[config.mk]
export PLATFORM = sky130hd
export DESIGN_NAME = div_alu_flat
export DESIGN_NICKNAME = d
export VERILOG_FILES = /design/src/rtl/div_alu_pkg.sv /design/src/rtl/div_alu_if.sv /design/src/rtl/div_step.sv /design/src/rtl/div_alu.sv /design/src/flat_wrapper.sv
export SDC_FILE = /design/constraint.sdc
export NUM_CORES = 1
export LEC_CHECK = 0
export ABC_CLOCK_PERIOD_IN_PS = 7260
export CELL_PAD_IN_SITES_DETAIL_PLACEMENT = 0
export CELL_PAD_IN_SITES_GLOBAL_PLACEMENT = 1
export CORE_MARGIN = 1
export CORE_UTILIZATION = 40
export CTS_BUF_LIST = sky130_fd_sc_hd__clkbuf_2
export CTS_CLUSTER_DIAMETER = 80
export DETAILED_ROUTE_END_ITERATION = 16
export MAX_ROUTING_LAYER = met4
export PLACE_DENSITY = 0.8
export SYNTH_ARGS = -nofsm -noshare
export SYNTH_HDL_FRONTEND = slang
export SYNTH_SLANG_ARGS = --single-unit
[constraint.sdc]
create_clock -name clk -period 7.26 [get_ports clk]
set_input_delay 0.726 -clock clk [delete_from_list [all_inputs] [get_ports clk]]
set_output_delay 0.726 -clock clk [all_outputs]
set_load 0.01 [all_outputs]
[src/rtl/div_alu_pkg.sv]
// Shared encodings for the Tomasulo functional units: FSM states and divide opcodes.
package div_alu_pkg;

  localparam int unsigned DataWidth = 32;
  localparam int unsigned LastIter  = 31;

  // State encodings shared with the multiply unit.
  typedef enum logic [2:0] {
    sIdle = 3'd0,
    sCalc = 3'd1,
    sFix  = 3'd2,
    sDone = 3'd3
  } state_t;

  // op[1] selects signed, op[0] selects remainder.
  typedef enum logic [1:0] {
    opDivu = 2'b00,
    opRemu = 2'b01,
    opDiv  = 2'b10,
    opRem  = 2'b11
  } op_t;

endpackage

[src/rtl/div_alu_if.sv]
// Issue / CDB handshake bundle between reservation station, CDB arbiter and divide unit.
interface div_alu_if;

  logic        WEN;
  logic [1:0]  op;
  logic [31:0] dataIn1;
  logic [31:0] dataIn2;
  logic        available;
  logic        require;
  logic        requireAC;
  logic [31:0] result;
  logic [2:0]  stateOut;

  modport master (
    output WEN, op, dataIn1, dataIn2, requireAC,
    input  available, require, result, stateOut
  );

  modport slave (
    input  WEN, op, dataIn1, dataIn2, requireAC,
    output available, require, result, stateOut
  );

endinterface

[src/rtl/div_step.sv]
// One restoring-divide iteration: shift {rem, quo} left, trial-subtract divisor.
module div_step (
  input  logic [32:0] rem,
  input  logic [31:0] quo,
  input  logic [31:0] divisor,
  output logic [32:0] rem_next,
  output logic [31:0] quo_next
);

  logic [33:0] shifted;
  logic [33:0] diff;

  // Trial subtraction; diff[33] set means the shifted remainder was smaller than the divisor.
  always_comb begin
    shifted = {rem, quo[31]};
    diff    = shifted - {2'b00, divisor};
    if (!diff[33]) begin
      rem_next = diff[32:0];
      quo_next = {quo[30:0], 1'b1};
    end else begin
      rem_next = shifted[32:0];
      quo_next = {quo[30:0], 1'b0};
    end
  end

endmodule

[src/rtl/div_alu.sv]
// Iterative 32-bit divide/remainder unit: fixed 33-cycle latency, holds result until CDB grant.
module div_alu
  import div_alu_pkg::*;
(
  input logic      clk,
  input logic      nRST,
  div_alu_if.slave bus
);

  state_t      state_q;
  logic [1:0]  op_q;
  logic [32:0] rem_q;
  logic [31:0] quo_q;
  logic [31:0] dvs_q;
  logic [31:0] raw1_q;
  logic [31:0] raw2_q;
  logic        qneg_q;
  logic        rneg_q;
  logic [4:0]  cnt_q;
  logic [31:0] result_q;
  logic        require_q;

  logic        available;
  logic        issue;
  logic        is_signed;
  logic [31:0] abs1;
  logic [31:0] abs2;
  logic [32:0] step_rem;
  logic [31:0] step_quo;
  logic [31:0] fix_val;

  // Accept when empty, or when the held result is being granted this cycle.
  always_comb begin
    available = (state_q == sIdle) || (require_q && bus.requireAC);
    issue     = bus.WEN && available;
    is_signed = bus.op[1];
    abs1      = (is_signed && bus.dataIn1[31]) ? -bus.dataIn1 : bus.dataIn1;
    abs2      = (is_signed && bus.dataIn2[31]) ? -bus.dataIn2 : bus.dataIn2;
  end

  div_step u_step (
    .rem      (rem_q),
    .quo      (quo_q),
    .divisor  (dvs_q),
    .rem_next (step_rem),
    .quo_next (step_quo)
  );

  // Sign fix-up of the magnitude result, then RISC-V special-case overrides.
  always_comb begin
    if (op_q[0]) begin
      fix_val = rneg_q ? -rem_q[31:0] : rem_q[31:0];
    end else begin
      fix_val = qneg_q ? -quo_q : quo_q;
    end
    if (raw2_q == 32'd0) begin
      fix_val = op_q[0] ? raw1_q : 32'hFFFF_FFFF;
    end else if (op_q[1] && raw1_q == 32'h8000_0000 && raw2_q == 32'hFFFF_FFFF) begin
      fix_val = op_q[0] ? 32'd0 : 32'h8000_0000;
    end
  end

  // FSM, operand latches, iteration datapath and registered outputs.
  always_ff @(posedge clk or negedge nRST) begin
    if (!nRST) begin
      state_q   <= sIdle;
      op_q      <= 2'b00;
      rem_q     <= '0;
      quo_q     <= '0;
      dvs_q     <= '0;
      raw1_q    <= '0;
      raw2_q    <= '0;
      qneg_q    <= 1'b0;
      rneg_q    <= 1'b0;
      cnt_q     <= '0;
      result_q  <= '0;
      require_q <= 1'b0;
    end else if (issue) begin
      state_q   <= sCalc;
      op_q      <= bus.op;
      rem_q     <= '0;
      quo_q     <= abs1;
      dvs_q     <= abs2;
      raw1_q    <= bus.dataIn1;
      raw2_q    <= bus.dataIn2;
      qneg_q    <= is_signed && (bus.dataIn1[31] ^ bus.dataIn2[31]);
      rneg_q    <= is_signed && bus.dataIn1[31];
      cnt_q     <= '0;
      require_q <= 1'b0;
    end else begin
      unique case (state_q)
        sCalc: begin
          rem_q <= step_rem;
          quo_q <= step_quo;
          cnt_q <= cnt_q + 5'd1;
          if (cnt_q == 5'(LastIter)) state_q <= sFix;
        end
        sFix: begin
          result_q  <= fix_val;
          require_q <= 1'b1;
          state_q   <= sDone;
        end
        sDone: begin
          if (bus.requireAC) begin
            require_q <= 1'b0;
            state_q   <= sIdle;
          end
        end
        default: ;
      endcase
    end
  end

  assign bus.available = available;
  assign bus.require   = require_q;
  assign bus.result    = result_q;
  assign bus.stateOut  = state_q;

endmodule

[src/flat_wrapper.sv]
// flat-port wrapper written by rule: the top's interface ports become plain ports
module div_alu_flat import div_alu_pkg::*;
  (clk, nRST, bus_WEN, bus_op, bus_dataIn1, bus_dataIn2, bus_requireAC, bus_available, bus_require, bus_result, bus_stateOut);
  div_alu_if bus_i ();
  input logic clk;
  input logic nRST;
  input wire logic [$bits(bus_i.WEN)-1:0] bus_WEN;
  input wire logic [$bits(bus_i.op)-1:0] bus_op;
  input wire logic [$bits(bus_i.dataIn1)-1:0] bus_dataIn1;
  input wire logic [$bits(bus_i.dataIn2)-1:0] bus_dataIn2;
  input wire logic [$bits(bus_i.requireAC)-1:0] bus_requireAC;
  output wire logic [$bits(bus_i.available)-1:0] bus_available;
  output wire logic [$bits(bus_i.require)-1:0] bus_require;
  output wire logic [$bits(bus_i.result)-1:0] bus_result;
  output wire logic [$bits(bus_i.stateOut)-1:0] bus_stateOut;
  assign bus_i.WEN = bus_WEN;
  assign bus_i.op = bus_op;
  assign bus_i.dataIn1 = bus_dataIn1;
  assign bus_i.dataIn2 = bus_dataIn2;
  assign bus_i.requireAC = bus_requireAC;
  assign bus_available = bus_i.available;
  assign bus_require = bus_i.require;
  assign bus_result = bus_i.result;
  assign bus_stateOut = bus_i.stateOut;
  div_alu u_core (.clk(clk), .nRST(nRST), .bus(bus_i));
endmodule
==> run summary, run 1 <==
The first-pass iteration count of the detailed router was 5; the net count of the mapped netlist was 1821. The worst ir drop on vdd is 258.5 µV, and the share of synthesized registers carrying an async set or reset is 1.000. The reported net switching power is 3.866 mW.

The post-synthesis register bit count came out at 204. The classification of the worst-slack hold path was input pin to flip-flop. The run gives 0 as the count of endpoints failing hold in the final timing report. The area share of the leading cell type in the synthesized netlist works out to 0.3777. Setup violations remaining at the end of the flow were counted as 0.

The flow ran to the end, and the final reports show no timing, DRC or antenna violations. The die covers 0.03453 mm². In this run, synthesis inferred 0 flip-flops with an integrated enable.

The floorplan step defined a core boundary enclosing 0.03287 mm². TritonCTS created 57 clock buffers. Global routing finished with a remaining overflow of 0. For the internal power component, the log shows 3.913 mW. The max-slew violation count is 0, and the combinational share of power is 0.577. In this run the static leakage power is 6.733 nW. The sequential share of the synthesized area is 0.3777. The power density over the cells was 504.8 mW/mm².

Static timing analysis puts the maximum clock frequency at 0.2598 GHz. The via count of the first global-routing pass was 12110. The largest net degree at the start of global routing was 120. The net switching fraction of the power is 0.4969. In this run the critical register-to-register path is captured at u_core.rem_q[12]. In this run the tool buffered the top-level ports with 105 buffer cells.

The post-layout minimum cycle time is 3.849 ns, and the flop-to-flop setup slack is 3.41 ns. For this run, the number of Yosys warnings is 0. The clock-pin slew of the registers on the worst-case setup and hold paths was 0.10 ns. The number of placement rows came out at 66. The cell taking the most area after synthesis is dfrtp_1. The reported max-cap violation count is 0. TritonCTS built the clock tree.

The worst hold path terminates at u_core.op_q[0]. The critical path is of the flip-flop to flip-flop type. Sorting the synthesized cells by area gives the leading types as dfrtp_1 (38%), nand2_1 (12%), xnor2_1 (5.5%), o21ai_0 (4.9%), xor2_1 (4.1%).

STA classifies the critical path startpoint as a flip-flop. Final worst clock skew: 0.05183 ns. The run gives 4.56 ns as the worst path arrival time. With fillers left out, the area of the finished cells amounts to 0.01541 mm². The top cell types in the final layout, fill and taps aside, are nand2_1 (417), dfrtp_1 (203), o21ai_0 (131). The final cell count without fillers was 2276.

In this run the remaining antenna-violating nets after routing total 0. The part of the total power dissipated in sequential elements is 0.311, and the final routed wire length divided by cell count is 18.66 µm. Of all nets on the critical path, the largest fanout is 18. The library cell used most frequently in the layout, excluding fill and tap cells, is nand2_1.

The setup fix buffers added after clock tree synthesis was 0; the total number of nets in the final design was 1898. The run gives 0 ns as the total negative slack. The H-tree was split into 2 levels. The number of clock sinks is 204. After the first detailed-routing iteration, the DRC count stood at 987. The startpoint identified for the worst register-to-register timing path is u_core.dvs_q[1]. In this run the vertical extent of the chip is 185.8 µm.

The starting density of the core was 0.4113; the clock share of power was 0.111. The total track usage was 0.2565. The logs give 1 for the initial antenna violation count and 62 for the count of unique library cells instantiated by Yosys.

After detailed routing, the total wire length is 42460 µm. Including well taps, the total number of placed cells is 2171. The logs give 67250 µm for the wire length of the first global-routing pass and 0 for the DRC violations left. Setup repair after global routing left no endpoint under its margin.

The final critical-path share of the clock period came out at 0.5301. Fill cells in the final layout number 3398. Counting every instance in the synthesized netlist gives 1712.

At the later pin of the worst-skew pair, clock insertion delay measures 0.86 ns. At the worst endpoint, the required time is 7.97 ns. During I/O placement, the number of pins put on the boundary was 107. Counting instances, the worst hold path has a depth of 3. The die width is 185.8 µm. The worst hold path begins at bus_op[0].

Once placement finished, the instance area stood at 0.01487 mm². The average cell area after synthesis is 7.895 µm², and the layout-stage area growth over the synthesis result is 14.01%. The cell sitting at the root of the clock tree is a clkbuf_2. The placed wire-length estimate is 30760 µm, and the path depth of the worst reg2reg path is 11. The run gives 12760 as the via total after detailed routing.

The worst setup path is captured at a flip-flop. At the pin with the least slew margin, the transition time is 1.164 ns. The most used flip-flop cell after synthesis is dfrtp_1. In this run the cell area of the synthesized design comes to 0.01352 mm². The longest clock path from root to sink contains 3 buffers.

The relative slew slack was 0.2171. At the end of routability-driven placement, the weighted congestion stood at 0.8990. In the routed layout, each cell is associated on average with a via count of 5.606. The share of final-layout standard cells stronger than drive strength 1 works out to 0.06878.
==> power groups by stage <==
stage	logic (mW)	registers, mW	clock network, mW
final	4.49	2.42	0.866
after global routing	5.01	2.50	0.950
after CTS	4.48	2.41	0.889
after detailed placement	4.45	2.43	0
after global placement	4.39	2.42	0
after floorplan	3.33	2.15	0
==> worst max-delay path by stage <==
stage	from	slack, ns	to
floorplan	u_core.rem_q[10]	4.16	u_core.rem_q[4]
global placement	bus_requireAC	3.47	u_core.bus.result[4]
detailed placement	bus_dataIn2[2]	3.37	u_core.dvs_q[29]
CTS	u_core.dvs_q[1]	3.38	u_core.rem_q[14]
global route	u_core.dvs_q[1]	3.14	u_core.rem_q[14]
finish	u_core.dvs_q[1]	3.41	u_core.rem_q[12]
==> state kept, by name, indices dropped and copies added, names as in the netlist <==
signal / cells
u_core.raw2_q: 32
u_core.rneg_q: 1
u_core.qneg_q: 1
u_core.raw1_q: 32
u_core.op_q: 2
u_core.rem_q: 33
u_core.cnt_q: 5
u_core.quo_q: 32
u_core.bus.require: 1
u_core.dvs_q: 31
u_core.bus.result: 32
u_core.bus.stateOut: 2
==> layout make-up <==
type	count	area (µm²)	share of cell area
Antenna cell	2	5.005	0.0003248
Multi-Input combinational cell	1346	7829	0.5080
Clock inverter	15	87.58	0.005683
Timing Repair Buffer	120	1170	0.07591
Sequential cell	204	5106	0.3313
Tap cell	442	553.0	0.03589
Inverter	60	225.2	0.01461
Clock buffer	87	435.4	0.02825
==> cell usage after synthesis, types with 13 or more instances <==
| library cell | count |
|---|---|
| a21oi_1 | 101 |
| nor2_1 | 115 |
| o21ai_0 | 131 |
| nand3_1 | 16 |
| ha_1 | 38 |
| o211ai_1 | 13 |
| a21o_1 | 20 |
| nand2_1 | 418 |
| a211oi_1 | 18 |
| or4_1 | 13 |
| xor2_1 | 64 |
| a31oi_1 | 38 |
| dfrtp_1 | 204 |
| nor4_1 | 25 |
| o31ai_1 | 27 |
| clkbuf_1 | 95 |
| inv_1 | 60 |
| nor3_1 | 24 |
| nand4_1 | 14 |
| a311oi_1 | 20 |
| or3_1 | 15 |
| xnor2_1 | 85 |
==> routing by layer <==
layer,vias to the layer above,share of wire,global-route usage
met5,-,0,-
met4,0,0.018,0.06590
met3,62,0.060,0.03737
met2,371,0.44,0.3715
met1,6180,0.48,0.3721
li1,6146,-,-
==> repair_timing <==
item                      4_1_cts  5_1_grt
resized for setup               0        0
hold endpoints to repair       73        0
hold buffers                    1        0
==> through the flow <==
stage	util	hold WS [ns]	setup slack (ns)	power [mW]
2_1_floorplan	-	0.4304	4.162	5.483
3_3_place_gp	0.4525	0.4627	3.466	6.805
3_5_place_dp	0.4525	0.4690	3.369	6.884
4_1_cts	0.4687	0.3660	3.379	7.775
5_1_grt	0.4689	0.4117	3.139	8.458
6_report	0.4689	0.4182	3.411	7.779
==> worst max-delay path, cell delays in order (launching register included) <==
cell      delay [ns]
dfrtp_1         0.40
inv_1           0.09
ha_1            0.29
nor2b_1         0.14
o31a_1          0.28
o311ai_1        0.55
a211oi_1        0.27
a31oi_1         0.49
xor2_2          0.48
buf_4           0.34
nand2_1         0.08
a311oi_1        0.31
==> cell families (layout without fill, tap and decap cells) <==
logic type      count (synthesis)  in the layout  share of synthesized area
buf+inv                       162            282                    0.04554
flops                         204            204                     0.3777
mux                             9              9                   0.006758
fa+ha+maj                      39             39                    0.03666
other cells                     1              3                  0.0002774
xor+xnor                      149            149                    0.09655
compound gates                441            441                     0.2067
simple gates                  707            707                     0.2298
(Power assumes the default switching activity.)
==> run 2, diff against run 1 <==
Settings changed: ABC_CLOCK_PERIOD_IN_PS 7260 to 3100, PLACE_DENSITY 0.8 to 0.83.
Clock period 7.26 ns to 3.1 ns, I/O delays scaled along.
==> run 2 against run 1 <==
  * The run now ends with negative setup slack left
  * Sequential cell count unchanged
  * Sequential share of layout area decreased by 3.4 points
  * Global-route usage increased by 0.92 points
  * Register-to-register slack got worse by 3.4 ns
  * Cell area increased by 11%
  * Core utilization rose by 5.4 points
  * Count of clock-buffer cells in the layout decreased by 3
  * Non-clock buffer count rose by 182
==> run summary, run 2 (synthesis results as in run 1) <==
The flow ran to the end, but the final reports show violations. The final reports fail on negative setup slack. Using the TritonRoute via totals, the vias-per-cell ratio works out to 5.487. The largest fanout of any net on the critical path was 5. Max-cap violations in this run came to 0. The final-report setup violation count is 4, and the final routed wire length divided by cell count is 18.05 µm. In the layout the commonest cells are nand2_1 (416), dfrtp_1 (203), buf_4 (176). The tree is rooted in a clkbuf_2. Among cell families on the critical path, the largest total delay comes from simple AND/OR/NAND/NOR gates. Power spread over the standard cell area amounts to 1213 mW/mm². The DRC violations left was 0; the count of placed standard cells including taps was 2335. Counting along the longest clock path gives a buffer depth of 3. Timing would allow up to 0.3188 GHz. The worst path arrival time came out at 3.89 ns. More flip-flops sit in one register than any other, and that register is u_core.rem_q. Count of buffer and inverter cells on the critical path: 0.

The routability-driven placement congestion ratio is 0.9326, and the vertical extent of the die is 185.8 µm. Worst-margin pin slew: 0.9094 ns. The worst setup path is launched from a flip-flop. Count of endpoints failing hold in the final timing report: 0.

Leaving out filler cells and counting taps, the final layout contains 2458. The clock-pin slew of the registers on the worst-case setup and hold paths is 0.10 ns, and the worst-case setup margin in the final layout is -0.03675 ns. The clock reaches the later pin of the worst-skew pair after 0.88 ns. The floorplan step defined a die boundary enclosing 0.03453 mm². Share of final-layout standard cells stronger than drive strength 1: 0.1697. Setup repair after global routing could not meet its margin everywhere.

After the first detailed-routing iteration, the DRC count stood at 1126. The starting density of the core is 0.4113, and the number of flip-flops under the largest register name is 33. Max-slew violation count: 0. The placed wire-length estimate came out at 32810 µm. The layout-stage area growth over the synthesis result works out to 27.11%. Reg-to-reg critical path startpoint: u_core.rem_q[11]. Kind of critical path: flip-flop to flip-flop. The worst path needs 3.137 ns of the cycle, external delays included. The sequential cells in the finished layout cover a total of 0.005106 mm².

The critical path goes through or4_4, nor4_4, or3b_4, or4_4, o41ai_4, xor2_1, a21oi_1, a221o_1. The leftover overflow at the end of global routing is 0. The via count of the first global-routing pass was 12730. The first global-routing pass estimated 69440 µm of wire.

The final worst clock skew was 0.07501 ns. In this run the horizontal extent of the chip is 185.8 µm. During I/O placement, the number of pins put on the boundary was 107. The run gives 5 as the first-pass iteration count of the detailed router. The worst setup path is captured at a flip-flop.

Most numerous cell on the critical path: or4_4. In this run the worst setup path begins at u_core.rem_q[11]. TritonCTS built the clock tree.

Total CTS buffers: 56. The largest net degree at the start of global routing was 193; the post-layout total power was 20.84 mW. Detailed routing inserted a total of 13490 vias. The level count of the clock H-tree is 2, and the required time at the endpoint of the critical path is 3.86 ns. The detail route stage leaves a number of antenna-violating nets equal to 0. The tools report the number of placement rows as 66. The worst ir drop on vdd was 636.2 µV; the initial antenna violation count was 1. In this run the static leakage power is 7.673 nW. Relative slew slack: 0.3937. Stage delay of the slowest cell on the critical path: 0.63 ns. Most common library cell in the layout ignoring fill and taps: nand2_1. Summing all multi-input logic gate instances after layout gives 0.008123 mm². In this run the tool buffered the top-level ports with 105 buffer cells. The tightest hold path in the finished design has a slack of 0.01766 ns. Summed over all layers, the routed wires come to 44380 µm. The final critical-path share of the clock period works out to 1.012.

The worst setup slack after placement is -0.2820 ns. Total track usage: 0.2657. The classification of the worst-slack hold path was input pin to async pin. For this design, the slowest cell found on the critical path is or4_4.

Number of fill cells in the layout: 3311. The clock net in this run drives a total of 204 sinks. The total negative slack came out at -0.08150 ns. The final layout contains 2079 nets.

The floorplan step defined a core boundary enclosing 0.03287 mm².
-- run 2: cell types whose count changed in the layout (fill, tap and decap cells not counted), sizes merged --
cell         delta
clkinv          +5
clkbuf          -2
diode           -1
bufinv          -1
dlygate4sd3     +6
buf           +175
-- run 2: path summary, 6_finish.rpt --
kind	end	slack [ns]	cells past startpoint
max	u_core.bus.result[27]	-0.04	8
min	u_core.raw2_q[16]	0.02	2
max reg2reg	u_core.bus.result[27]	-0.04	8
min reg2reg	u_core.dvs_q[27]	0.48	2
max in group asynchronous	u_core.dvs_q[22]	2.16	3
min in group clk	u_core.raw2_q[30]	0.04	3
-- run 2: routing by layer --
metal,vias up,track usage,wire [µm]
met5,-,-,0
met4,0,0.07869,1269
met3,87,0.03483,2931
met2,459,0.3934,19220
met1,6410,0.3768,20960
li1,6530,-,-
-- run 2: power by group --
part	total (mW)	switching, mW	internal, mW	leakage (nW)
Combinational	13.6	7.37	6.24	4.78
Sequential	5.29	1.32	3.98	2.52
Clock	1.94	1.22	0.725	0.382
-- run 2: cell type report --
type / count / share of cell area
inverter: 60 / 0.01311
antenna: 1 / 0.0001456
clock buffer: 84 / 0.02447
sequential: 204 / 0.2972
timing repair buffer: 302 / 0.1556
tap: 442 / 0.03219
multi-input combinational: 1346 / 0.4728
clock inverter: 19 / 0.004515
-- run 2: metrics by stage --
stage	util	instance area, µm²
finish	0.5228	17180
CTS	0.5114	16810
detailed placement	0.4923	16180
global route	0.5228	17180
global placement	0.4923	16180
floorplan	-	13520
-- run 2: repair_timing --
item	in CTS	in global routing
gates resized for setup	6	60
hold buffers	7	0
setup endpoints to repair	21	38
endpoints found under the hold margin	171	0
buffers inserted	2	9
pin swaps	2	23
cloned	0	1
-- run 2: worst register-to-register path, stage by stage, from the launching register on --
cell     delay (ns)
dfrtp_1        0.44
or4_4          0.54
nor4_4         0.17
or3b_4         0.44
or4_4          0.63
o41ai_4        0.24
xor2_1         0.20
a21oi_1        0.09
a221o_1        0.32
==> variant (flow settings as in run 1) <==
Reset style: synchronous (`nRST`), changed in one clocked block.
--- a/src/rtl/div_alu.sv
+++ b/src/rtl/div_alu.sv
@@ -61,7 +61,7 @@
   end
 
   // FSM, operand latches, iteration datapath and registered outputs.
-  always_ff @(posedge clk or negedge nRST) begin
+  always_ff @(posedge clk) begin
     if (!nRST) begin
       state_q   <= sIdle;
       op_q      <= 2'b00;
Function: differs if nRST is asserted again (counterexample within 4 cycles, from zero or initial values and one cycle with nRST low); with nRST held inactive, the same outputs for 10 cycles.
==> variant against run 1 <==
Wire length down 1.1%. Setup slack improved by 320 ps. Synthesized area shrank 3.2%. Critical path type unchanged. Sequential share of layout area is 5.7 points lower. Cell area decreased by 3.5%. Critical path depth stayed put. Largest cell class unchanged. Sequential cell count unchanged.
Power is not compared: it rests on default switching activity, and its combinational part moved more than twofold at a synthesized area within 25%.
==> variant: results (changes against run 1) <==
* Status: complete, no violations (unchanged)
* Vias in the first global route at 12100 (about the same)
* Met1 usage at 35.3% (was 37.2%)
* Met2 usage at 39.8% (was 37.1%)
* Hold WS at 451 ps (was 418 ps)
* Routed met2 length at 18.7 mm (was 18.6 mm)
* Syn Nets at 1845 (was 1821)
* Met1 Routed Length at 19.7 mm (was 20.6 mm)
* Nets at 1912 (was 1898)
* Area contributors post-synth: dfxtp_1 (31%), nand2_1 (7.6%), a21oi_1 (7.0%) (was dfrtp_1 (38%), nand2_1 (12%), xnor2_1 (5.5%))
* GR Util met3 at 3.53% (was 3.74%)
* Fraction of layout cells with a size suffix above 1 at 7.54% (was 6.88%)
* Post-Synthesis Cells at 1731 (was 1712)
* Synth Area in Compound Gates at 25.6% (was 20.7%)
* Synth cell count leaders: nand2_1 (265), dfxtp_1 (204), a21oi_1 (182) (was nand2_1 (418), dfrtp_1 (204), o21ai_0 (131))
* R2r setup slk at 3730 ps (was 3410 ps)
* Met3 routed WL at 2.54 mm (about the same)
* Critical path origin: u_core.quo_q[31] (was u_core.dvs_q[1])
* Routed vias/inst at 5.71 (was 5.61)
* Worst r2r dst: u_core.rem_q[2] (was u_core.rem_q[12])
* Slowest-stage cell, CP: xnor2_2 (was o311ai_1)
* Yosys cell types at 72 (was 62)
* Vias at 12900 (was 12800)
* Area overhead of the layout relative to synthesis at 13.7% (was 14.0%)
* DP Area at 14400 µm² (was 14900 µm²)
* Mux cell area share after synthesis at 2.94% (was 0.676%)
* Register area share after synthesis at 31.2% (was 37.8%)
* Worst EP arrival at 4200 ps (was 4560 ps)
* CTS Buf Count at 56 (was 57)
* Final WL at 42.0 mm (was 42.5 mm)
* Global-route wire length before repair at 66.8 mm (was 67.2 mm)
* CP max FO at 17 (was 18)
* Cell Count Post-Placement at 2175 (was 2171)
* Post-detail-place hpwl at 30.3 mm (was 30.8 mm)
* GPL Wtd Cong at 0.911 (was 0.899)
[variant: how the worst max path moves through the flow]
stage | to | slack [ps]
finish | u_core.rem_q[2] | 3730
global route | u_core.rem_q[4] | 3410
CTS | u_core.rem_q[2] | 3730
detailed placement | u_core.quo_q[29] | 3410
global placement | u_core.quo_q[29] | 3430
floorplan | u_core.quo_q[31] | 4320
[variant: cell type report]
class	count	area, µm²
clock inverter	10	45.0
antenna	3	7.51
inverter	66	250
timing repair buffer	119	1160
fill	3339	17000
tap	435	544
multi-input combinational	1351	8370
clock buffer	81	405
sequential	204	4080
[variant: cell families (layout without fill, tap and decap cells)]
family / count (synthesis) / in the layout
buf+inv: 176 / 276
flops: 204 / 204
simple gates: 606 / 606
xor+xnor: 139 / 139
mux: 38 / 38
fa+ha+maj: 44 / 44
other cells: 1 / 4
compound gates: 523 / 523
[variant: power by group]
part / switching [mW] / internal (mW) / total [mW]
combinational: 1.23 / 0.775 / 2.00
sequential: 0.211 / 1.27 / 1.49
clock: 0.500 / 0.296 / 0.796
